[config.mk]
export PLATFORM = sky130hd
export DESIGN_NAME = puzzle_mode_controller_flat
export DESIGN_NICKNAME = d
export VERILOG_FILES = /design/src/rtl/puzzle_mode_controller_if.sv /design/src/rtl/puzzle_mode_controller.sv /design/src/flat_wrapper.sv
export SDC_FILE = /design/constraint.sdc
export NUM_CORES = 1
export LEC_CHECK = 0
export CELL_PAD_IN_SITES_DETAIL_PLACEMENT = 1
export CELL_PAD_IN_SITES_GLOBAL_PLACEMENT = 1
export CORE_MARGIN = 5
export CORE_UTILIZATION = 30
export CTS_CLUSTER_SIZE = 14
export DETAILED_ROUTE_END_ITERATION = 8
export PLACE_DENSITY = 0.63
export SYNTH_ARGS = -nofsm -noshare
export SYNTH_HDL_FRONTEND = slang
export SYNTH_SLANG_ARGS = --single-unit
[constraint.sdc]
create_clock -name clk -period 2.04 [get_ports clk]
set_input_delay 0.306 -clock clk [delete_from_list [all_inputs] [get_ports clk]]
set_output_delay 0.306 -clock clk [all_outputs]
set_load 0.005 [all_outputs]
[src/rtl/puzzle_mode_controller_if.sv]
// Signal bundle between the puzzle mode controller and the rest of the game.
// The controller uses the master side; the board logic and the random-move generator use the slave side.
interface puzzle_mode_controller_if #(
  parameter int MOVE_W = 8
);
  logic              scramble_btn;
  logic              rand_ack;
  logic              solved;
  logic              move_valid;
  logic              mix_state;
  logic              rand_req;
  logic              buzz_en;
  logic              scramble_busy;
  logic              win;
  logic [MOVE_W-1:0] move_count;

  modport master (
    input  scramble_btn, rand_ack, solved, move_valid,
    output mix_state, rand_req, buzz_en, scramble_busy, win, move_count
  );

  modport slave (
    output scramble_btn, rand_ack, solved, move_valid,
    input  mix_state, rand_req, buzz_en, scramble_busy, win, move_count
  );
endinterface

[src/rtl/puzzle_mode_controller.sv]
// Game sequencer for the scramble/solve puzzle. It cycles through IDLE, SCRAMBLE, SOLVE and WIN,
// requests random moves during SCRAMBLE, counts player moves in SOLVE, and holds the win indication.
module puzzle_mode_controller #(
  parameter int SCRAMBLE_MOVES = 31,
  parameter int WIN_CYCLES     = 100,
  parameter int MOVE_W         = 8,
  parameter int SYNC_STAGES    = 2
) (
  input  logic                     clk,
  input  logic                     rst_n,
  puzzle_mode_controller_if.master bus
);

  typedef enum logic [1:0] {IDLE, SCRAMBLE, SOLVE, WIN} stateT;

  localparam int              TIMER_W   = $clog2(WIN_CYCLES + 1);
  localparam logic [TIMER_W-1:0] WIN_LOAD = TIMER_W'(WIN_CYCLES - 1);
  localparam logic [7:0]      MOVES_END = 8'(SCRAMBLE_MOVES);

  stateT                  state;
  logic [SYNC_STAGES-1:0] syncReg;
  logic                   edgeReg;
  logic                   btnEvt;
  logic [7:0]             scrCnt;
  logic [7:0]             scrCntNext;
  logic [TIMER_W-1:0]     winTimer;
  logic [MOVE_W-1:0]      moveCount;
  logic                   randReq;
  logic                   mixState;
  logic                   buzzEn;
  logic                   scrambleBusy;
  logic                   winReg;

  always_ff @(posedge clk or negedge rst_n) begin
    if (!rst_n) begin
      syncReg <= '0;
      edgeReg <= 1'b0;
    end else begin
      syncReg <= {syncReg[SYNC_STAGES-2:0], bus.scramble_btn};
      edgeReg <= syncReg[SYNC_STAGES-1];
    end
  end

  // Event is consumed by the FSM on the edge after the last sync stage goes high.
  assign btnEvt     = syncReg[SYNC_STAGES-1] & ~edgeReg;
  assign scrCntNext = scrCnt + 8'd1;

  always_ff @(posedge clk or negedge rst_n) begin
    if (!rst_n) begin
      state        <= IDLE;
      scrCnt       <= '0;
      winTimer     <= '0;
      moveCount    <= '0;
      randReq      <= 1'b0;
      mixState     <= 1'b0;
      buzzEn       <= 1'b0;
      scrambleBusy <= 1'b0;
      winReg       <= 1'b0;
    end else begin
      case (state)
        IDLE: begin
          if (btnEvt) begin
            state        <= SCRAMBLE;
            scrCnt       <= '0;
            randReq      <= 1'b1;
            scrambleBusy <= 1'b1;
          end
        end
        SCRAMBLE: begin
          if (randReq && bus.rand_ack) begin
            scrCnt <= scrCntNext;
            if (scrCntNext == MOVES_END) begin
              state        <= SOLVE;
              randReq      <= 1'b0;
              scrambleBusy <= 1'b0;
              mixState     <= 1'b1;
              buzzEn       <= 1'b1;
              moveCount    <= '0;
            end
          end
        end
        SOLVE: begin
          if (bus.move_valid && (moveCount != '1))
            moveCount <= moveCount + MOVE_W'(1);
          // solved has priority over a simultaneous rescramble request
          if (bus.solved) begin
            state    <= WIN;
            winTimer <= WIN_LOAD;
            winReg   <= 1'b1;
            mixState <= 1'b0;
            buzzEn   <= 1'b0;
          end else if (btnEvt) begin
            state        <= SCRAMBLE;
            scrCnt       <= '0;
            randReq      <= 1'b1;
            scrambleBusy <= 1'b1;
            mixState     <= 1'b0;
            buzzEn       <= 1'b0;
          end
        end
        WIN: begin
          if (winTimer == '0) begin
            state  <= IDLE;
            winReg <= 1'b0;
          end else begin
            winTimer <= winTimer - TIMER_W'(1);
          end
        end
        default: state <= IDLE;
      endcase
    end
  end

  assign bus.rand_req      = randReq;
  assign bus.mix_state     = mixState;
  assign bus.buzz_en       = buzzEn;
  assign bus.scramble_busy = scrambleBusy;
  assign bus.win           = winReg;
  assign bus.move_count    = moveCount;

endmodule

[src/flat_wrapper.sv]
// flat-port wrapper written by rule: the top's interface ports become plain ports
module puzzle_mode_controller_flat 
#(
  parameter int SCRAMBLE_MOVES = 31,
  parameter int WIN_CYCLES     = 100,
  parameter int MOVE_W         = 8,
  parameter int SYNC_STAGES    = 2
)
  (clk, rst_n, bus_scramble_btn, bus_rand_ack, bus_solved, bus_move_valid, bus_mix_state, bus_rand_req, bus_buzz_en, bus_scramble_busy, bus_win, bus_move_count);
  puzzle_mode_controller_if #(.MOVE_W(MOVE_W)) bus_i ();
  input  logic clk;
  input  logic rst_n;
  input wire logic [$bits(bus_i.scramble_btn)-1:0] bus_scramble_btn;
  input wire logic [$bits(bus_i.rand_ack)-1:0] bus_rand_ack;
  input wire logic [$bits(bus_i.solved)-1:0] bus_solved;
  input wire logic [$bits(bus_i.move_valid)-1:0] bus_move_valid;
  output wire logic [$bits(bus_i.mix_state)-1:0] bus_mix_state;
  output wire logic [$bits(bus_i.rand_req)-1:0] bus_rand_req;
  output wire logic [$bits(bus_i.buzz_en)-1:0] bus_buzz_en;
  output wire logic [$bits(bus_i.scramble_busy)-1:0] bus_scramble_busy;
  output wire logic [$bits(bus_i.win)-1:0] bus_win;
  output wire logic [$bits(bus_i.move_count)-1:0] bus_move_count;
  assign bus_i.scramble_btn = bus_scramble_btn;
  assign bus_i.rand_ack = bus_rand_ack;
  assign bus_i.solved = bus_solved;
  assign bus_i.move_valid = bus_move_valid;
  assign bus_mix_state = bus_i.mix_state;
  assign bus_rand_req = bus_i.rand_req;
  assign bus_buzz_en = bus_i.buzz_en;
  assign bus_scramble_busy = bus_i.scramble_busy;
  assign bus_win = bus_i.win;
  assign bus_move_count = bus_i.move_count;
  puzzle_mode_controller #(.SCRAMBLE_MOVES(SCRAMBLE_MOVES), .WIN_CYCLES(WIN_CYCLES), .MOVE_W(MOVE_W), .SYNC_STAGES(SYNC_STAGES)) u_core (.clk(clk), .rst_n(rst_n), .bus(bus_i));
endmodule
======== Word level (Yosys, flattened, before mapping) ========
Cells that the tools add are included.
word-level totals
  logic and storage cells ................. 75
  bits in registers ....................... 32
  output and inout bits ................... 13
operators by class
  reductions and logical operators ........ 14
  multiplexer cells ....................... 33
  equal/unequal tests ..................... 13
  add/sub/neg operators ................... 3
  bitwise gates (word level) .............. 2
operator list
  cell                 number
  $mux 8               6
  $pmux 8 s3           1
  $add 8x1->8 const B  2
  $pmux 8 s2           1
  $mux 7               2
  $pmux 7 s2           1
  $mux 1               12
  $reduce_and 3->1     4
  $reduce_and 4->1     3
  $mux 2               5
  $eq 8x5->1 const B   1
  $ne 2x1->1 const B   4
  $ne 8x8->1 const B   1
  $pmux 2 s4           1
  $logic_not 7->1      1
  $sub 7x1->7 const B  1
  $ne 2x2->1 const B   3
  $pmux 1 s3           2
  $eq 2x2->1 const B   2
  $pmux 1 s2           2
  $reduce_bool 2->1    2
  $ne 3x2->1 const B   1
  $reduce_bool 3->1    1
  $eq 2x1->1 const B   1
  other kinds (4)      5

======== Longest topological paths before layout ========
Gate-level depths: netlist of the first run.
  depth after elaboration ................. 5
  gate-level depth with buffers ........... 8
  mapped depth without buffers ............ 7

======== Worst setup path before layout of the first run ========
Ideal clock, no wire load.
  path type ............................... reg-to-reg
  from .................................... register u_core.state[0]
  to ...................................... register u_core.winTimer[5]
  slack ................................... 34 ps
  setup time .............................. 79 ps
  cell stages (with the launch flop) ...... 9
  arrival ................................. 1926 ps
  buffers on the path ..................... 1
  required time ........................... 1961 ps
  cells stage by stage .................... dfrtp_1 > inv_1 > ha_1 > clkbuf_1 > nor2b_1 > a31oi_1 > o211ai_1 > nor3_1 > mux2i_1
between the ends
  word-level cells in the longest chain between the ends .. 3
  elaborated cells on any way between the ends .. 7
  those cells by class .................... eq/ne (4); mux (1); reduce/logical (2)
ends and longest elaborated chain
  item                                                       line                           RTL
  start: declaration                                         puzzle_mode_controller.sv:20   stateT state;
  start signal: assignment                                   puzzle_mode_controller.sv:50   state <= IDLE;
  start signal: assignment                                   puzzle_mode_controller.sv:63   state <= SCRAMBLE;
  start signal: assignment                                   puzzle_mode_controller.sv:73   state <= SOLVE;
  $eq 2x2->1                                                 puzzle_mode_controller.sv:60   case (state)
  $ne 2x2->1 (no line) or $reduce_bool 2->1 (tied branches)  --
  $reduce_and 3->1 (no line)                                 --
  end signal: assignment                                     puzzle_mode_controller.sv:106  winTimer <= winTimer - TIMER_W'(1);
  end: declaration                                           puzzle_mode_controller.sv:26   logic [TIMER_W-1:0] winTimer;
Parallel ways exist; a longest one is shown, timed or not.
A chain may end at the register's enable or synchronous reset.

======== Worst setup path in the final report of the first run ========
  from .................................... register u_core.scrCnt[0]
  to ...................................... register u_core.buzzEn (netlist: u_core.bus.buzz_en)
between the ends
  word-level cells in the longest chain between the ends .. 4
ends and longest elaborated chain
  item                        line                          RTL
  start: declaration          puzzle_mode_controller.sv:24  logic [7:0] scrCnt;
  start signal: assignment    puzzle_mode_controller.sv:71  scrCnt <= scrCntNext;
  $add 8x1->8                 puzzle_mode_controller.sv:46  assign scrCntNext = scrCnt + 8'd1;
  $eq 8x5->1                  puzzle_mode_controller.sv:72  if (scrCntNext == MOVES_END) begin
  $ne 2x1->1 (no line)        --
  $reduce_and 4->1 (no line)  --
  end signal: assignment      puzzle_mode_controller.sv:56  buzzEn <= 1'b0;
  end signal: assignment      puzzle_mode_controller.sv:77  buzzEn <= 1'b1;
  end signal: assignment      puzzle_mode_controller.sv:91  buzzEn <= 1'b0;
  end: declaration            puzzle_mode_controller.sv:30  logic buzzEn;
No other way between the ends.

==> results of run 1 <==
state kept, by name, indices dropped and copies added (netlist names), 2 cells and up:
name / cells
u_core.state: 2
u_core.scrCnt: 8
u_core.syncReg: 2
u_core.winTimer: 7
u_core.bus.move_count: 8
area by class of cell:
type | count | share of cell area (%)
timing repair buffer | 51 | 17.0
sequential | 32 | 31.5
inverter | 10 | 1.48
multi-input combinational | 162 | 42.4
tap | 77 | 3.79
clock buffer | 7 | 3.79
cell families (layout without fill, tap and decap cells):
kind of cell	after synthesis	in the layout	share of synthesized area, %
multiplexers	4	4	2.32
XOR/XNOR	6	6	2.70
buffers and inverters	18	68	4.12
flip-flops	32	32	41.2
adder cells (fa/ha/maj)	9	9	5.79
AO/OA/AOI/OAI	63	63	22.8
AND/OR/NAND/NOR	80	80	21.0
layer usage:
| metal | vias to the layer above | global-route usage (%) | wire length (microns) |
|---|---|---|---|
| met5 | - | 0 | 0 |
| met4 | 0 | 4.34 | 57 |
| met3 | 6 | 2.92 | 149 |
| met2 | 20 | 22.2 | 2490 |
| met1 | 904 | 18.1 | 2560 |
| li1 | 877 | - | - |
worst max-delay path: stages (launching register included):
cell	delay, ns
dfrtp_1	0.38
ha_2	0.25
nand2_1	0.09
or3_1	0.36
nand4_1	0.16
buf_6	0.16
o21ai_1	0.08
a311o_1	0.36
synth_stat cells (6+ instances only):
cell type   n  area share [%]
a21oi_1     7             1.8
dfrtp_1    32              41
ha_1        9             5.8
inv_1      10             1.9
nand2_1    16             3.1
nand2b_1    6             1.9
nand3_1     7             1.8
nor2_1     21             4.1
o211ai_1   14             5.4
o21ai_0    15             3.9
worst paths after layout:
kind | startpoint | endpoint | slack (ns) | depth (start not counted)
setup / recovery | u_core.scrCnt[0] | u_core.bus.buzz_en | 0.07 | 7
hold / removal | u_core.syncReg[0] | u_core.syncReg[1] | 0.35 | 0
setup reg to reg | u_core.scrCnt[0] | u_core.bus.buzz_en | 0.07 | 7
hold reg to reg | u_core.syncReg[0] | u_core.syncReg[1] | 0.35 | 0
max in group asynchronous | rst_n | u_core.winTimer[0] | 1.30 | 2
min in group asynchronous | rst_n | u_core.syncReg[1] | 0.43 | 2
repair_timing:
action | CTS | global route
setup endpoints to repair | 8 | 8
setup buffers | 0 | 1
pin swaps | 0 | 1
resized for setup | 2 | 2
power by group:
| group | switching (mW) | internal [mW] | total [mW] |
|---|---|---|---|
| combinational | 0.647 | 0.526 | 1.17 |
| sequential | 0.0968 | 0.740 | 0.837 |
| clock | 0.244 | 0.301 | 0.545 |
==> impl_metrics.py, run 1 <==
metrics = {
    "logic_synthesis": {
        "ys_ff_latch": 32,
        "syn_inst": 212,
        "synth.cell_area_sq_um": 1940,
        "ys_warn_count": 0,
        "yosysSeqAreaShare_pct": 41.2,
        "synth.distinct_cells": 45,
        "syn_avg_cell_area_sq_um": 9.17,
        "synth_flop_cell": "dfrtp_1",
        "synth_nets": 227,
        "async_flop_share_pct": 100,
        "synth_edf_count": 0,
    },
    "final_layout": {
        "multi_input_area_sq_um": 1080,
        "ff_latch_area_sq_um": 801,
        "final_cell_area_sq_um": 2540,
        "utilization_pct": 40.2,
        "drive_gt1_share_pct": 18.7,
        "syn_to_final_growth_pct": 30.7,
        "stdcell_count": 339,
        "n_antenna_cell": 0,
        "layout_common_cells": "buf_4, dfrtp_1, nor2_1, clkdlybuf4s50_1, nand2_1",
        "fillCellCount": 753,
        "fin_nets": 277,
    },
    "placed_design": {
        "post_dp_cell_area_sq_um": 2420,
        "dpl.cell_count": 331,
        "dp_hpwl_microns": 3850,
        "io_buffers": 18,
        "gp_congestion": 0.780,
        "place_ws_ns": -0.0705,
    },
    "sta": {
        "relSlewSlack_pct": 61.0,
        "worst_pin_slew_ns": 0.582,
        "tns_ns": 0,
        "period_minus_slack_ns": 1.97,
        "maxSlewViolCount": 0,
        "rsz0062_at_grt": "true",
        "setup_slack_ns": 0.0741,
        "finalHoldViolCount": 0,
        "hold_ws_ns": 0.350,
        "max_freq_mhz": 509,
        "finalCritPeriodShare_pct": 96.4,
        "skew_ns": 0.00481,
        "setup_viol": 0,
    },
    "floorplan": {
        "start_util_pct": 30.8,
        "rows": 29,
        "die_w_microns": 90.5,
        "die_h_microns": 90.5,
        "core_sq_um": 6310,
        "dieArea_sq_um": 8190,
        "ios": 19,
    },
    "clock_network": {
        "cts_sinks": 32,
        "clk_latency_ns": 0.29,
        "cts_tree": "built",
        "cts_max_level": 2,
        "cts_root_buf": "clkbuf_8",
        "cts_buffer_depth": 2,
        "numCtsBuffers": 5,
        "hold_buffers": 0,
        "path_clk_slew_ns": 0.07,
    },
    "hold_path": {
        "hold_path_class": "register to register",
    },
    "critical_path": {
        "crit_path_max_fanout": 10,
        "cp-start-kind": "register",
        "end_kind": "register",
        "critPathRequiredTime_ns": 2.21,
        "arrival_ns": 2.13,
        "worstSetupPathType": "register to register",
    },
    "grt": {
        "track_usage_pct": 13.7,
        "overflow": 0,
        "antenna_found_initial": 0,
        "grt_max_degree": 33,
        "grt_pass1_vias": 1970,
        "grt_pass1_wl_microns": 9460,
    },
    "route": {
        "drtPass1Iterations": 4,
        "drtIter0Drc": 34,
        "via_per_inst": 5.33,
        "num_vias": 1807,
        "drcViolationCount": 0,
        "wirelength_microns": 5250,
        "wire_per_inst_microns": 15.5,
        "antenna_left": 0,
    },
    "power_and_ir_drop": {
        "power_density_nw_per_um2": 1010,
        "p_leak_nw": 1.05,
        "ir_worst_vdd_mv": 0.464,
        "total_power_mw": 2.56,
    },
    "run": {
        "drv_cap": 0,
    },
    "outcome": {
        "status": "complete, no violations",
    },
}
No activity file was read; power rests on OpenSTA's default activity.
==> inputs of run 2 (changes only) <==
PLACE_DENSITY = 0.61   (was 0.63)
clock period = 2.5 ns   (was 2.04 ns; I/O delays follow)
==> impl_metrics.py, run 2 (synthesized netlist as in run 1, its figures left out) <==
metrics = {
    "floorplan": {
        "die_w_microns": 90.5,
        "core_sq_um": 6310,
        "start_util_pct": 30.8,
        "ios": 19,
        "rows": 29,
        "die_h_microns": 90.5,
        "dieArea_sq_um": 8190,
    },
    "critical_path": {
        "cp-startpoint": "u_core.state[0]",
        "arrival_ns": 2.44,
        "worstSetupPathType": "register to register",
        "r2r-end": "u_core.winTimer[5]",
        "crit_path_max_fanout": 12,
        "end_kind": "register",
        "endpoint": "u_core.winTimer[5]",
        "r2r_start": "u_core.state[0]",
        "ff2ff_path_depth": 7,
        "critPathRequiredTime_ns": 2.72,
        "r2r_slack_ns": 0.27,
        "cp-start-kind": "register",
    },
    "sta": {
        "relSlewSlack_pct": 58.3,
        "worst_pin_slew_ns": 0.621,
        "max_freq_mhz": 449,
        "tns_ns": 0,
        "period_minus_slack_ns": 2.23,
        "finalHoldViolCount": 0,
        "setup_viol": 0,
        "skew_ns": 0.00426,
        "maxSlewViolCount": 0,
        "finalCritPeriodShare_pct": 89.1,
        "rsz0062_at_grt": "false",
    },
    "route": {
        "drtIter0Drc": 57,
        "antenna_left": 0,
        "drcViolationCount": 0,
        "wire_per_inst_microns": 16.0,
        "wirelength_microns": 5010,
        "drtPass1Iterations": 4,
        "via_per_inst": 5.36,
        "num_vias": 1677,
    },
    "final_layout": {
        "stdcell_count": 313,
        "syn_to_final_growth_pct": 19.0,
        "layout_commonest_cell": "dfrtp_1",
        "fin_nets": 250,
        "drive_gt1_share_pct": 8.05,
        "layout_common_cells": "dfrtp_1, nor2_1, clkdlybuf4s50_1, nand2_1, o21ai_0",
        "n_antenna_cell": 0,
    },
    "clock_network": {
        "numCtsBuffers": 5,
        "clk_latency_ns": 0.29,
        "ctsResizeCount": 0,
        "path_clk_slew_ns": 0.07,
        "cts_buffer_depth": 2,
        "cts_sinks": 32,
        "cts_max_level": 2,
        "post_cts_buffers": 0,
        "cts_tree": "built",
        "hold_buffers": 0,
        "cts_root_buf": "clkbuf_8",
    },
    "placed_design": {
        "dpl.cell_count": 305,
        "io_buffers": 18,
        "gp_congestion": 0.750,
        "dp_hpwl_microns": 3570,
    },
    "grt": {
        "grt_max_degree": 33,
        "antenna_found_initial": 0,
        "track_usage_pct": 13.6,
        "grt_pass1_vias": 1859,
        "overflow": 0,
        "grt_pass1_wl_microns": 9260,
    },
    "power_and_ir_drop": {
        "power_density_nw_per_um2": 824,
        "p_leak_nw": 0.910,
        "ir_worst_vdd_mv": 0.393,
    },
    "run": {
        "drv_cap": 0,
    },
    "outcome": {
        "status": "complete, no violations",
    },
    "hold_path": {
        "hold_path_class": "register to register",
    },
}
[run 2: changes by cell type in the layout (fill, tap and decap cells not counted), sizes merged]
cell	previous run	this run
clkbuf	7	8
buf	33	6
[run 2: power by group]
group / leakage, nW / total (mW) / switching [mW] / internal, mW
sequential: 0.398 / 0.711 / 0.108 / 0.603
clock: 0.0455 / 0.431 / 0.206 / 0.225
combinational: 0.466 / 0.764 / 0.462 / 0.302
total: 0.910 / 1.91 / 0.776 / 1.13
[run 2: worst min-delay path by stage]
stage / startpoint / to / slack (ns) / depth (start not counted)
finish: u_core.syncReg[0] / u_core.syncReg[1] / 0.35 / 0
global route: u_core.syncReg[0] / u_core.syncReg[1] / 0.36 / 0
CTS: u_core.syncReg[0] / u_core.syncReg[1] / 0.36 / 0
detailed placement: u_core.syncReg[0] / u_core.syncReg[1] / 0.34 / 0
global placement: u_core.syncReg[0] / u_core.syncReg[1] / 0.34 / 0
floorplan: rst_n / u_core.bus.buzz_en / 0.08 / 0
[run 2: routing by layer]
layer | global-route usage, % | vias to the layer above | wire length [microns]
met5 | 0 | - | 0
met4 | 4.84 | 0 | 70
met3 | 3.17 | 5 | 140
met2 | 21.2 | 19 | 2290
met1 | 18.2 | 823 | 2510
li1 | - | 830 | -
[run 2: stage by stage]
| step | power (mW) | utilization [%] | area (sq um) | worst slack, ns | hold WS [ns] |
|---|---|---|---|---|---|
| 3_5_place_dp | 1.49 | 35.2 | 2220 | 0.302 | 0.343 |
| 3_3_place_gp | 1.49 | 35.2 | 2220 | 0.346 | 0.336 |
| 6_report | 1.91 | 36.6 | 2310 | 0.273 | 0.354 |
| 4_1_cts | 1.93 | 36.6 | 2310 | 0.285 | 0.358 |
| 2_1_floorplan | 1.26 | - | 1940 | 0.494 | 0.0794 |
| 5_1_grt | 2.07 | 36.6 | 2310 | 0.0455 | 0.364 |
[run 2: critical path, stage by stage (launching register included)]
cell      delay [ns]
dfrtp_1         0.43
inv_1           0.08
ha_1            0.35
nor2b_1         0.22
a31oi_1         0.40
o211ai_1        0.22
nor3_1          0.24
mux2i_1         0.21
[run 2: cell type report]
| class | instances | area [sq um] |
|---|---|---|
| timing repair buffer | 24 | 225 |
| inverter | 10 | 37.5 |
| fill | 761 | 4000 |
| tap | 77 | 96.3 |
| sequential | 32 | 801 |
| clock buffer | 8 | 90.1 |
| multi-input combinational | 162 | 1060 |
